--- src/rtl/hamming_secded_decoder.sv ---
// Two-stage SEC-DED decoder for 16-bit extended Hamming codewords carrying 11 data bits.
// Define HAM_ERR_CNT_EN to build the saturating corrected/uncorrected error counters.
module hamming_secded_decoder #(
    parameter int CNT_W = 8
) (
    input  logic             clk,
    input  logic             reset,
    input  logic             in_valid,
    output logic             in_ready,
    input  logic [15:0]      in_cw,
    output logic             out_valid,
    input  logic             out_ready,
    output logic [10:0]      out_data,
    output logic [3:0]       out_syn,
    output logic             out_sec,
    output logic             out_ded,
    input  logic             cnt_clr,
    output logic [CNT_W-1:0] corr_cnt,
    output logic [CNT_W-1:0] uncorr_cnt
);
    // Codeword position of each data bit, d1 first.
    localparam int DATA_POS [11] = '{3, 5, 6, 7, 9, 10, 11, 12, 13, 14, 15};

    logic        en1;
    logic        en2;
    logic        v1_reg;
    logic        v2_reg;
    logic [10:0] data1_reg;
    logic [3:0]  syn1_reg;
    logic        par1_reg;
    logic [10:0] data2_reg;
    logic [3:0]  syn2_reg;
    logic        sec2_reg;
    logic        ded2_reg;
    logic [3:0]  syn_in;
    logic [10:0] data_in;
    logic [10:0] data_fix;
    logic        sec_next;
    logic        ded_next;

    assign en2      = !v2_reg || out_ready;
    assign en1      = !v1_reg || en2;
    assign in_ready = en1 && reset;

    assign syn_in[3] = ^in_cw[15:8];
    assign syn_in[2] = ^{in_cw[15:12], in_cw[7:4]};
    assign syn_in[1] = ^{in_cw[15:14], in_cw[11:10], in_cw[7:6], in_cw[3:2]};
    assign syn_in[0] = ^{in_cw[15], in_cw[13], in_cw[11], in_cw[9],
                         in_cw[7], in_cw[5], in_cw[3], in_cw[1]};

    // Only data positions are carried forward; a syndrome pointing at a parity
    // bit needs no data flip, so the parity bits themselves are never stored.
    generate
        for (genvar gi = 0; gi < 11; gi++) begin : g_data
            assign data_in[gi]  = in_cw[DATA_POS[gi]];
            assign data_fix[gi] = data1_reg[gi] ^ (par1_reg && (syn1_reg == 4'(DATA_POS[gi])));
        end
    endgenerate

    assign sec_next = par1_reg;
    assign ded_next = !par1_reg && (syn1_reg != 4'd0);

    always_ff @(posedge clk) begin
        if (!reset) begin
            v1_reg    <= 1'b0;
            data1_reg <= '0;
            syn1_reg  <= '0;
            par1_reg  <= 1'b0;
            v2_reg    <= 1'b0;
            data2_reg <= '0;
            syn2_reg  <= '0;
            sec2_reg  <= 1'b0;
            ded2_reg  <= 1'b0;
        end else begin
            if (en1) begin
                v1_reg    <= in_valid;
                data1_reg <= data_in;
                syn1_reg  <= syn_in;
                par1_reg  <= ^in_cw;
            end
            if (en2) begin
                v2_reg    <= v1_reg;
                data2_reg <= data_fix;
                syn2_reg  <= syn1_reg;
                sec2_reg  <= sec_next;
                ded2_reg  <= ded_next;
            end
        end
    end

    assign out_valid = v2_reg;
    assign out_data  = data2_reg;
    assign out_syn   = syn2_reg;
    assign out_sec   = sec2_reg;
    assign out_ded   = ded2_reg;

`ifdef HAM_ERR_CNT_EN
    logic             xfer;
    logic [CNT_W-1:0] corr_reg;
    logic [CNT_W-1:0] uncorr_reg;

    assign xfer = v2_reg && out_ready;

    // Clear wins over a same-cycle increment; counts stick at all-ones.
    always_ff @(posedge clk) begin
        if (!reset || cnt_clr) begin
            corr_reg   <= '0;
            uncorr_reg <= '0;
        end else begin
            if (xfer && sec2_reg && (corr_reg != '1))
                corr_reg <= corr_reg + CNT_W'(1);
            if (xfer && ded2_reg && (uncorr_reg != '1))
                uncorr_reg <= uncorr_reg + CNT_W'(1);
        end
    end

    assign corr_cnt   = corr_reg;
    assign uncorr_cnt = uncorr_reg;
`else
    logic cnt_clr_unused;

    assign cnt_clr_unused = cnt_clr;
    assign corr_cnt       = '0;
    assign uncorr_cnt     = '0;
`endif

endmodule

--- config.mk ---
export PLATFORM = sky130hd
export DESIGN_NAME = hamming_secded_decoder
export DESIGN_NICKNAME = d
export VERILOG_FILES = /design/src/rtl/hamming_secded_decoder.sv
export SDC_FILE = /design/constraint.sdc
export NUM_CORES = 1
export LEC_CHECK = 0
export CELL_PAD_IN_SITES_DETAIL_PLACEMENT = 1
export CELL_PAD_IN_SITES_GLOBAL_PLACEMENT = 1
export CORE_UTILIZATION = 30
export CTS_BUF_LIST = sky130_fd_sc_hd__clkbuf_4
export DETAILED_ROUTE_END_ITERATION = 10
export GPL_TIMING_DRIVEN = 0
export HOLD_SLACK_MARGIN = 0.15
export PLACE_DENSITY_LB_ADDON = 0.1
export SLEW_MARGIN = 25
export SYNTH_ARGS = -nofsm -noshare
export SYNTH_HDL_FRONTEND = slang
export SYNTH_SLANG_ARGS = --single-unit
export TNS_END_PERCENT = 50
--- constraint.sdc ---
create_clock -name clk -period 2 [get_ports clk]
set_clock_uncertainty 0.05 [all_clocks]
set_input_delay 0.5 -clock clk [delete_from_list [all_inputs] [get_ports clk]]
set_output_delay 0.5 -clock clk [all_outputs]
set_load 0.01 [all_outputs]
==> impl_metrics.csv, run 1 <==
group,metric,value,unit
synthesis,postSynthCellCount,209,
setup_path,critPathKind,"in2out",
setup_path,worst-endpoint-required,1450,ps
final_layout,n_antenna_cell,0,
setup_path,worstPathCellList,"clkdlybuf4s15_1, nor2b_4, buf_6, nand2_4, clkbuf_8, and2_1, buf_2",
pwr,power_leakage,0.0009410,uW
clocking,ctsLongestPathBuffers,2,
timing,holdWs,421.9,ps
floorplan,design.die.area,0.006200,mm2
flow_run,maxCapViolations,0,
floorplan,coreArea,0.005608,mm2
drt,initialDrtViolationCount,90,
placement,io_buffer_count,37,
clocking,clock_tree_from_tritoncts,"yes",
final_layout,final_layout_size_suffix_gt1_share,12.13,%
floorplan,ios,56,
clocking,cts.sinks,35,
setup_path,cell_with_the_biggest_individual_delay_on_the_critical_path,"sky130_fd_sc_hd__clkdlybuf4s15_1",
placement,numPlacedInstances,333,
synthesis,synthesis_stage_register_bit_count,35,
timing,timing.fmax,0.5154,GHz
setup_path,path_max_fanout,2,
setup_path,critPathBufInv,4,
timing,total_count_of_max_transition_violations_in_the_final_report,0,
synthesis,syn_area,0.001767,mm2
setup_path,cp-start-kind,"primary input",
floorplan,floorplan.initialDensity,31.50,%
setup_path,cp_top_family,"buffers and inverters",
synthesis,synthFlopType,"sky130_fd_sc_hd__dfxtp_1",
global_route,grt_start_max_net_pins,11,
status,result_of_the_run,"finished, final reports clean",
global_route,grt.overflow.total,0,
clocking,clock_tree.htree_level_count,2,
final_layout,final_cells,344,
placement,placed_cell_area,0.002283,mm2
synthesis,synth_sequential_area_ratio,39.66,%
setup_path,crit_path_max_incr_delay,210,ps
pwr,vdd_ir_drop_max,0.3042,mV
setup_path,worstSetupStartpoint,"out_ready",
setup_path,worstReg2RegStart,"out_valid$_SDFFE_PN0P_",
hold_path,hold_path.startpoint,"out_syn[2]$_SDFFE_PN0P_",
hold_path,min_path_type,"reg2reg",
clocking,clock_latency,340,ps
pwr,switching_share,31.03,%
clocking,clkSlewWorstSetupHoldPaths,110,ps
pwr,share_seq_of_total_power,49.7,%
drt,detailedRoute.firstPassIterationCount,4,
floorplan,die_w,78.74,um
drt,post_drt_wl_per_cell,12.24,um
pwr,report.power.total,1739,uW
pwr,power.share.combinational,28.2,%
pwr,power_frac_clock,22.1,%
synthesis,post_synth_num_cell_types,22,
setup_path,cp.arrival,1390,ps
floorplan,placement_rows,27,
drt,detail-route-antenna-nets,0,
timing,setup_viol,0,
synthesis,edff_count_synth,0,
final_layout,most-common-layout-cells,"38 x sky130_fd_sc_hd__xnor2_1, 37 x sky130_fd_sc_hd__nand2_1, 35 x sky130_fd_sc_hd__clkdlybuf4s50_1, 34 x sky130_fd_sc_hd__dfxtp_1, 19 x sky130_fd_sc_hd__buf_4",
timing,minimum_period_implied_by_the_final_worst_setup_slack,1940,ps
global_route,grt_pass1_wl,7.086,mm
pwr,p_int,1199,uW
timing,tcrit_tclk_final,97.01,%
pwr,power_density,728.3,mW/mm2
final_layout,final_core_utilization,42.57,%
drt,vias_per_cell,4.253,
final_layout,final_layout_net_count,292,
floorplan,die_height,78.74,um
global_route,globalRouteTotalUtil,15.02,%
placement,finalWeightedCongestion,0.7197,
pwr,netSwitchingPower,539.5,uW
global_route,initial_antenna_violation_count,0,
final_layout,finalInstanceArea,0.002387,mm2
synthesis,synth_area_per_cell,8.453,um2
final_layout,final_common_cell,"sky130_fd_sc_hd__xnor2_1",
drt,num_vias,1463,
clocking,root_buffer,"sky130_fd_sc_hd__clkbuf_4",
clocking,clock_buffers_created_by_tritoncts,5,
timing,unrepaired_setup_endpoints_after_global_routing,"no",
synthesis,async_set_or_reset_flop_fraction_in_the_synthesized_netlist,0,%
synthesis,yosysWarnings,0,
final_layout,area_delta_synth_final,35.13,%
timing,timing.final.hold_violations,0,
drt,post-route-drc-count,0,
global_route,first_global_vias,1440,
drt,wl,4.209,mm
placement,place.detailed.hpwl,3.236,mm
setup_path,type_of_destination_of_the_critical_path,"output pin",
power by group through the flow:
stage / registers [uW] / logic (uW) / clock network, uW
after floorplan: 872 / 301 / 0
after global placement: 882 / 481 / 0
after detailed placement: 880 / 489 / 0
after CTS: 865 / 494 / 395
after global routing: 880 / 543 / 423
final: 864 / 490 / 384
layout make-up:
cell class | instances | area (um2)
fillers | 702 | 3221
well taps | 72 | 90.09
plain buffers | 27 | 181.4
repair buffers | 40 | 387.9
clock inverters | 2 | 7.507
clock buffers | 6 | 45.04
flip-flops and latches | 35 | 701.9
multi-input cells | 162 | 973.4
logic make-up after synthesis:
kind of cell    share of synthesized area [%]
simple gates                            15.01
compound gates                          17.00
xor+xnor                                18.84
flops                                   39.66
buf+inv                                 9.278
other cells                            0.2123
layer usage:
metal	wire length, um	global-route usage (%)	part of all wire (%)
met2	1839	23.04	44
met5	0	0	0
met1	2155	20.82	51
met3	167	3.103	4.0
met4	46	5.000	1.1
path summary, 6_finish.rpt:
check,slack (ps),cells after the start,end
max,60,7,in_ready
min,420,2,out_syn[2]$_SDFFE_PN0P_
max reg2reg,480,5,out_data[9]$_SDFFE_PN0P_
min reg2reg,420,2,out_syn[2]$_SDFFE_PN0P_
worst register-to-register path, cell delays in order (launching register included):
cell and delay, ps:
sky130_fd_sc_hd__dfxtp_2 350, sky130_fd_sc_hd__nand2b_1 60, sky130_fd_sc_hd__clkbuf_1 300, sky130_fd_sc_hd__clkbuf_1 370, sky130_fd_sc_hd__o21ai_0 160, sky130_fd_sc_hd__a21oi_1 160
what timing repair did:
action	CTS	global route
gates resized for setup	14	3
setup endpoints to repair	1	1
hold buffers	0	0
buffers inserted	3	0
metrics by stage:
step | TNS, ps | worst slack [ps]
floorplan | 0 | 190.5
global placement | -3324 | -928.4
detailed placement | -3821 | -944.9
CTS | 0 | 17.09
global route | 0 | 5.996
finish | 0 | 59.76
synth_stat cells, types with 2 or more instances:
cell,n,share of area (%)
sky130_fd_sc_hd__o21ai_0,11,3.1
sky130_fd_sc_hd__buf_4,16,6.8
sky130_fd_sc_hd__and2_1,2,0.71
sky130_fd_sc_hd__nor3_1,2,0.57
sky130_fd_sc_hd__dfxtp_1,35,40
sky130_fd_sc_hd__a21oi_1,13,3.7
sky130_fd_sc_hd__o21a_1,2,0.85
sky130_fd_sc_hd__nand2b_1,3,1.1
sky130_fd_sc_hd__xnor2_1,38,19
sky130_fd_sc_hd__nand2_1,38,8.1
sky130_fd_sc_hd__nor2_1,9,1.9
sky130_fd_sc_hd__o211a_1,4,2.3
sky130_fd_sc_hd__a21boi_0,16,6.8
sky130_fd_sc_hd__buf_2,2,0.57
sky130_fd_sc_hd__nand3b_1,2,0.85
sky130_fd_sc_hd__clkbuf_1,9,1.9
sky130_fd_sc_hd__nor2b_1,2,0.71
Power figures use the tool's default switching activity.
==> inputs of run 2 (changes only) <==
- CELL_PAD_IN_SITES_DETAIL_PLACEMENT: 1 -> 0
==> impl_metrics.csv, run 2 (synthesis results as in run 1) <==
group,metric,value,unit
timing,total_count_of_max_transition_violations_in_the_final_report,0,
final_layout,final_core_utilization,42.68,%
clocking,cts.sinks,35,
pwr,power_leakage,0.0009520,uW
drt,post_drt_wl_per_cell,11.61,um
final_layout,register_area,701.9,um2
global_route,globalRouteTotalUtil,14.11,%
clocking,cts_hold_repair.buffers,0,
drt,initialDrtViolationCount,92,
final_layout,n_antenna_cell,0,
setup_path,type_of_destination_of_the_critical_path,"output pin",
clocking,root_buffer,"sky130_fd_sc_hd__clkbuf_4",
drt,num_vias,1445,
status,result_of_the_run,"finished, final reports clean",
final_layout,most-common-layout-cells,"38 x sky130_fd_sc_hd__xnor2_1, 37 x sky130_fd_sc_hd__nand2_1, 35 x sky130_fd_sc_hd__clkdlybuf4s50_1, 34 x sky130_fd_sc_hd__dfxtp_1, 21 x sky130_fd_sc_hd__buf_4",
final_layout,area_delta_synth_final,35.48,%
setup_path,cp-start-kind,"primary input",
pwr,report.power.total,1849,uW
timing,minimum_period_implied_by_the_final_worst_setup_slack,1869,ps
global_route,initial_antenna_violation_count,0,
drt,post-route-drc-count,0,
timing,tcrit_tclk_final,93.45,%
drt,vias_per_cell,4.201,
pwr,vdd_ir_drop_max,0.4136,mV
setup_path,critPathBufInv,3,
final_layout,final_layout_size_suffix_gt1_share,12.50,%
drt,wl,3.993,mm
final_layout,finalInstanceArea,0.002394,mm2
final_layout,nFillCells,614,
final_layout,final_cells,344,
placement,numPlacedInstances,333,
placement,finalWeightedCongestion,0.7197,
clocking,clkSlewWorstSetupHoldPaths,100,ps
setup_path,worst-endpoint-required,1450,ps
global_route,first_global_vias,1381,
hold_path,min_path_type,"reg2reg",
placement,place.detailed.hpwl,3.062,mm
clocking,clock_tree.htree_level_count,2,
clocking,clock_buffers_created_by_tritoncts,5,
floorplan,floorplan.initialDensity,31.50,%
floorplan,die_height,78.74,um
floorplan,die_w,78.74,um
floorplan,coreArea,0.005608,mm2
setup_path,cp_top_family,"buffers and inverters",
global_route,grt_start_max_net_pins,12,
setup_path,path_max_fanout,5,
pwr,power_density,772.5,mW/mm2
final_layout,final_layout_net_count,292,
floorplan,design.die.area,0.006200,mm2
timing,timing.final.hold_violations,0,
timing,fin_tns_setup,0,ps
flow_run,maxCapViolations,0,
global_route,grt_pass1_wl,6.617,mm
global_route,grt.overflow.total,0,
final_layout,multi_input_comb_area,965.9,um2
clocking,clock_latency,350,ps
clocking,clock_tree_from_tritoncts,"yes",
placement,placed_cell_area,0.002283,mm2
setup_path,cell_with_the_biggest_individual_delay_on_the_critical_path,"sky130_fd_sc_hd__dlygate4sd2_1",
floorplan,ios,56,
setup_path,critPathKind,"in2out",
setup_path,worstPathCellList,"dlygate4sd2_1, nor2b_1, buf_4, nand2_4, and2_1, buf_2",
final_layout,final_common_cell,"sky130_fd_sc_hd__xnor2_1",
drt,detailedRoute.firstPassIterationCount,4,
drt,detail-route-antenna-nets,0,
timing,unrepaired_setup_endpoints_after_global_routing,"no",
floorplan,placement_rows,27,
setup_path,crit_path_max_incr_delay,240,ps
timing,timing.fmax,0.5350,GHz
setup_path,cp.arrival,1320,ps
timing,setup_viol,0,
clocking,ctsLongestPathBuffers,2,
placement,io_buffer_count,37,
run 2: cell types whose count changed in the layout (fill, tap and decap cells not counted), sizes merged:
cell and change:
clkbuf -2, clkdlybuf4s15 -1, buf +1, dlygate4sd2 +1
bufinv +1
run 2: final timing paths:
path / slack (ps) / cells after the start / startpoint / to
setup / recovery: 130 / 6 / out_ready / in_ready
hold / removal: 410 / 2 / out_syn[2]$_SDFFE_PN0P_ / out_syn[2]$_SDFFE_PN0P_
setup reg to reg: 400 / 8 / out_valid$_SDFFE_PN0P_ / data1_reg[3]$_SDFFE_PN0P_
hold reg to reg: 410 / 2 / out_syn[2]$_SDFFE_PN0P_ / out_syn[2]$_SDFFE_PN0P_
run 2: what timing repair did:
| action | CTS | global route |
|---|---|---|
| cloned | 0 | 0 |
| endpoints found under the setup margin | 1 | 1 |
| setup buffers | 2 | 2 |
| hold endpoints to repair | 0 | 0 |
| resized for setup | 13 | 2 |
run 2: metrics by stage:
| step | setup WS (ps) | hold WS, ps |
|---|---|---|
| after global placement | -928.4 | 397.2 |
| after global routing | 66.89 | 445.7 |
| after CTS | 12.74 | 421.1 |
| final | 130.9 | 414.1 |
| after detailed placement | -919.9 | 407.7 |
| after floorplan | 190.5 | 403.6 |
run 2: worst register-to-register path, delay by kind of cell, from the launching register on:
family                 cells  cell delay [ps]
AO/OA/AOI/OAI              1              130
flip-flops                 1              350
buffers and inverters      4              600
AND/OR/NAND/NOR            3              370
run 2: where the power goes:
| group | switching [uW] | leakage [uW] | internal [uW] |
|---|---|---|---|
| sequential | 87.6 | 0.000290 | 778 |
| combinational | 207 | 0.000619 | 276 |
| clock | 243 | 0.0000426 | 257 |
| total | 538 | 0.000952 | 1310 |
run 2: area by class of cell:
type	count	area share, %
clock inverters	3	1.620
multi-input cells	162	40.36
clock buffers	5	1.568
well taps	72	3.764
repair buffers	41	16.47
flip-flops and latches	35	29.33
plain buffers	26	6.900
run 2: layer usage:
metal	track usage [%]	part of all wire, %	vias to the layer above
met4	5.556	1.5	0
li1	-	-	773
met2	21.39	43	40
met1	19.04	51	625
met3	3.563	4.6	7
met5	0	0	-
==> inputs of run 3 (changes only) <==
- CORE_UTILIZATION: 30 -> 35
==> impl_metrics.csv, run 3 (synthesis results as in run 1) <==
group,metric,value,unit
final_layout,most-common-layout-cells,"38 x sky130_fd_sc_hd__xnor2_1, 37 x sky130_fd_sc_hd__nand2_1, 35 x sky130_fd_sc_hd__dfxtp_1, 35 x sky130_fd_sc_hd__clkdlybuf4s50_1, 17 x sky130_fd_sc_hd__buf_4",
floorplan,die_w,73.05,um
global_route,grt_start_max_net_pins,14,
placement,numPlacedInstances,328,
drt,initialDrtViolationCount,59,
global_route,grt_pass1_wl,6.320,mm
global_route,globalRouteTotalUtil,15.86,%
setup_path,critPathKind,"in2out",
status,result_of_the_run,"finished, final reports clean",
setup_path,cp.arrival,1370,ps
clocking,clock_buffers_created_by_tritoncts,5,
global_route,grt.overflow.total,0,
placement,place.detailed.hpwl,2.937,mm
floorplan,design.die.area,0.005336,mm2
drt,num_vias,1442,
placement,preCtsSetupSlack,-900.9,ps
pwr,vdd_ir_drop_max,0.3179,mV
floorplan,floorplan.initialDensity,36.92,%
pwr,power_density,733.9,mW/mm2
flow_run,maxCapViolations,0,
setup_path,crit_path_max_incr_delay,240,ps
timing,timing.final.hold_violations,0,
setup_path,critPathBufInv,3,
clocking,root_buffer,"sky130_fd_sc_hd__clkbuf_4",
final_layout,nFillCells,507,
timing,tcrit_tclk_final,96.22,%
floorplan,coreArea,0.004786,mm2
drt,vias_per_cell,4.292,
timing,final.setup.worst_slack,75.62,ps
drt,wl,3.734,mm
setup_path,path_max_fanout,13,
placement,io_buffer_count,37,
final_layout,n_antenna_cell,0,
clocking,clock_tree_from_tritoncts,"yes",
final_layout,final_layout_size_suffix_gt1_share,11.52,%
setup_path,cp_top_family,"buffers and inverters",
global_route,initial_antenna_violation_count,0,
setup_path,worst-endpoint-required,1450,ps
final_layout,final_common_cell,"sky130_fd_sc_hd__xnor2_1",
final_layout,area_delta_synth_final,33.50,%
placement,finalWeightedCongestion,0.7388,
timing,timing.fmax,0.5196,GHz
timing,total_count_of_max_transition_violations_in_the_final_report,0,
drt,detail-route-antenna-nets,0,
setup_path,cell_with_the_biggest_individual_delay_on_the_critical_path,"sky130_fd_sc_hd__dlygate4sd2_1",
drt,detailedRoute.firstPassIterationCount,4,
drt,post_drt_wl_per_cell,11.11,um
clocking,ctsLongestPathBuffers,2,
hold_path,min_path_type,"reg2reg",
timing,minimum_period_implied_by_the_final_worst_setup_slack,1924,ps
setup_path,cp-start-kind,"primary input",
timing,unrepaired_setup_endpoints_after_global_routing,"no",
global_route,first_global_vias,1382,
floorplan,ios,56,
final_layout,final_layout_net_count,289,
placement,placed_cell_area,0.002277,mm2
setup_path,worstPathCellList,"dlygate4sd2_1, nor2b_1, buf_6, nand2_8, and2_4, buf_2",
final_layout,final_cells,336,
final_layout,finalInstanceArea,0.002359,mm2
setup_path,type_of_destination_of_the_critical_path,"output pin",
clocking,clock_latency,320,ps
floorplan,placement_rows,25,
timing,setup_viol,0,
drt,post-route-drc-count,0,
clocking,cts.sinks,35,
clocking,clock_tree.htree_level_count,2,
clocking,clkSlewWorstSetupHoldPaths,110,ps
floorplan,die_height,73.05,um
timing,fin_tns_setup,0,ps
pwr,power_leakage,0.0009165,uW
==> run 3: path summary, 6_finish.rpt <==
kind,startpoint,end,slack [ps],cells past startpoint
min reg2reg,out_syn[2]$_SDFFE_PN0P_,out_syn[2]$_SDFFE_PN0P_,410,2
max reg2reg,out_valid$_SDFFE_PN0P_,data1_reg[7]$_SDFFE_PN0P_,460,7
min,out_syn[2]$_SDFFE_PN0P_,out_syn[2]$_SDFFE_PN0P_,410,2
max,out_ready,in_ready,80,6
==> run 3: layer usage <==
layer / part of all wire, % / up-vias / wire (um) / GRT usage (%)
li1: - / 771 / - / -
met1: 49 / 630 / 1840 / 20.14
met2: 45 / 37 / 1683 / 26.54
met3: 4.7 / 4 / 177 / 4.282
met4: 0.86 / 0 / 32 / 3.922
met5: 0 / - / 0 / 0
==> run 3: worst min-delay path, stage by stage (launching register included) <==
cell                       delay [ps]
sky130_fd_sc_hd__dfxtp_1          320
sky130_fd_sc_hd__nand2_1           50
sky130_fd_sc_hd__a21boi_0          60
==> run 3: what timing repair did <==
item	4_1_cts	5_1_grt
buffers inserted	1	0
endpoints found under the setup margin	1	0
endpoints found under the hold margin	0	0
resized for setup	12	0
hold buffers	0	0
==> run 3: through the flow <==
| step | power, uW | hold WS [ps] | util, % |
|---|---|---|---|
| floorplan | 1173 | 403.6 | - |
| CTS | 1758 | 421.3 | 49.28 |
| global route | 1849 | 436.7 | 49.28 |
| global placement | 1361 | 397.9 | 47.58 |
| finish | 1731 | 414.3 | 49.28 |
| detailed placement | 1364 | 405.8 | 47.58 |
==> run 3: area by class of cell <==
type	instances	area, um2	area share [%]
Clock inverter	2	12.51	0.5305
Multi-Input combinational cell	162	977.2	41.43
Tap cell	67	83.83	3.554
Sequential cell	35	700.7	29.71
Timing Repair Buffer	38	371.6	15.76
Buffer	26	167.7	7.109
Clock buffer	6	45.04	1.910
==> run 3: power breakdown <==
group | internal (uW) | switching, uW
Combinational | 276 | 208
Clock | 149 | 232
Sequential | 778 | 88.2
Total | 1200 | 528
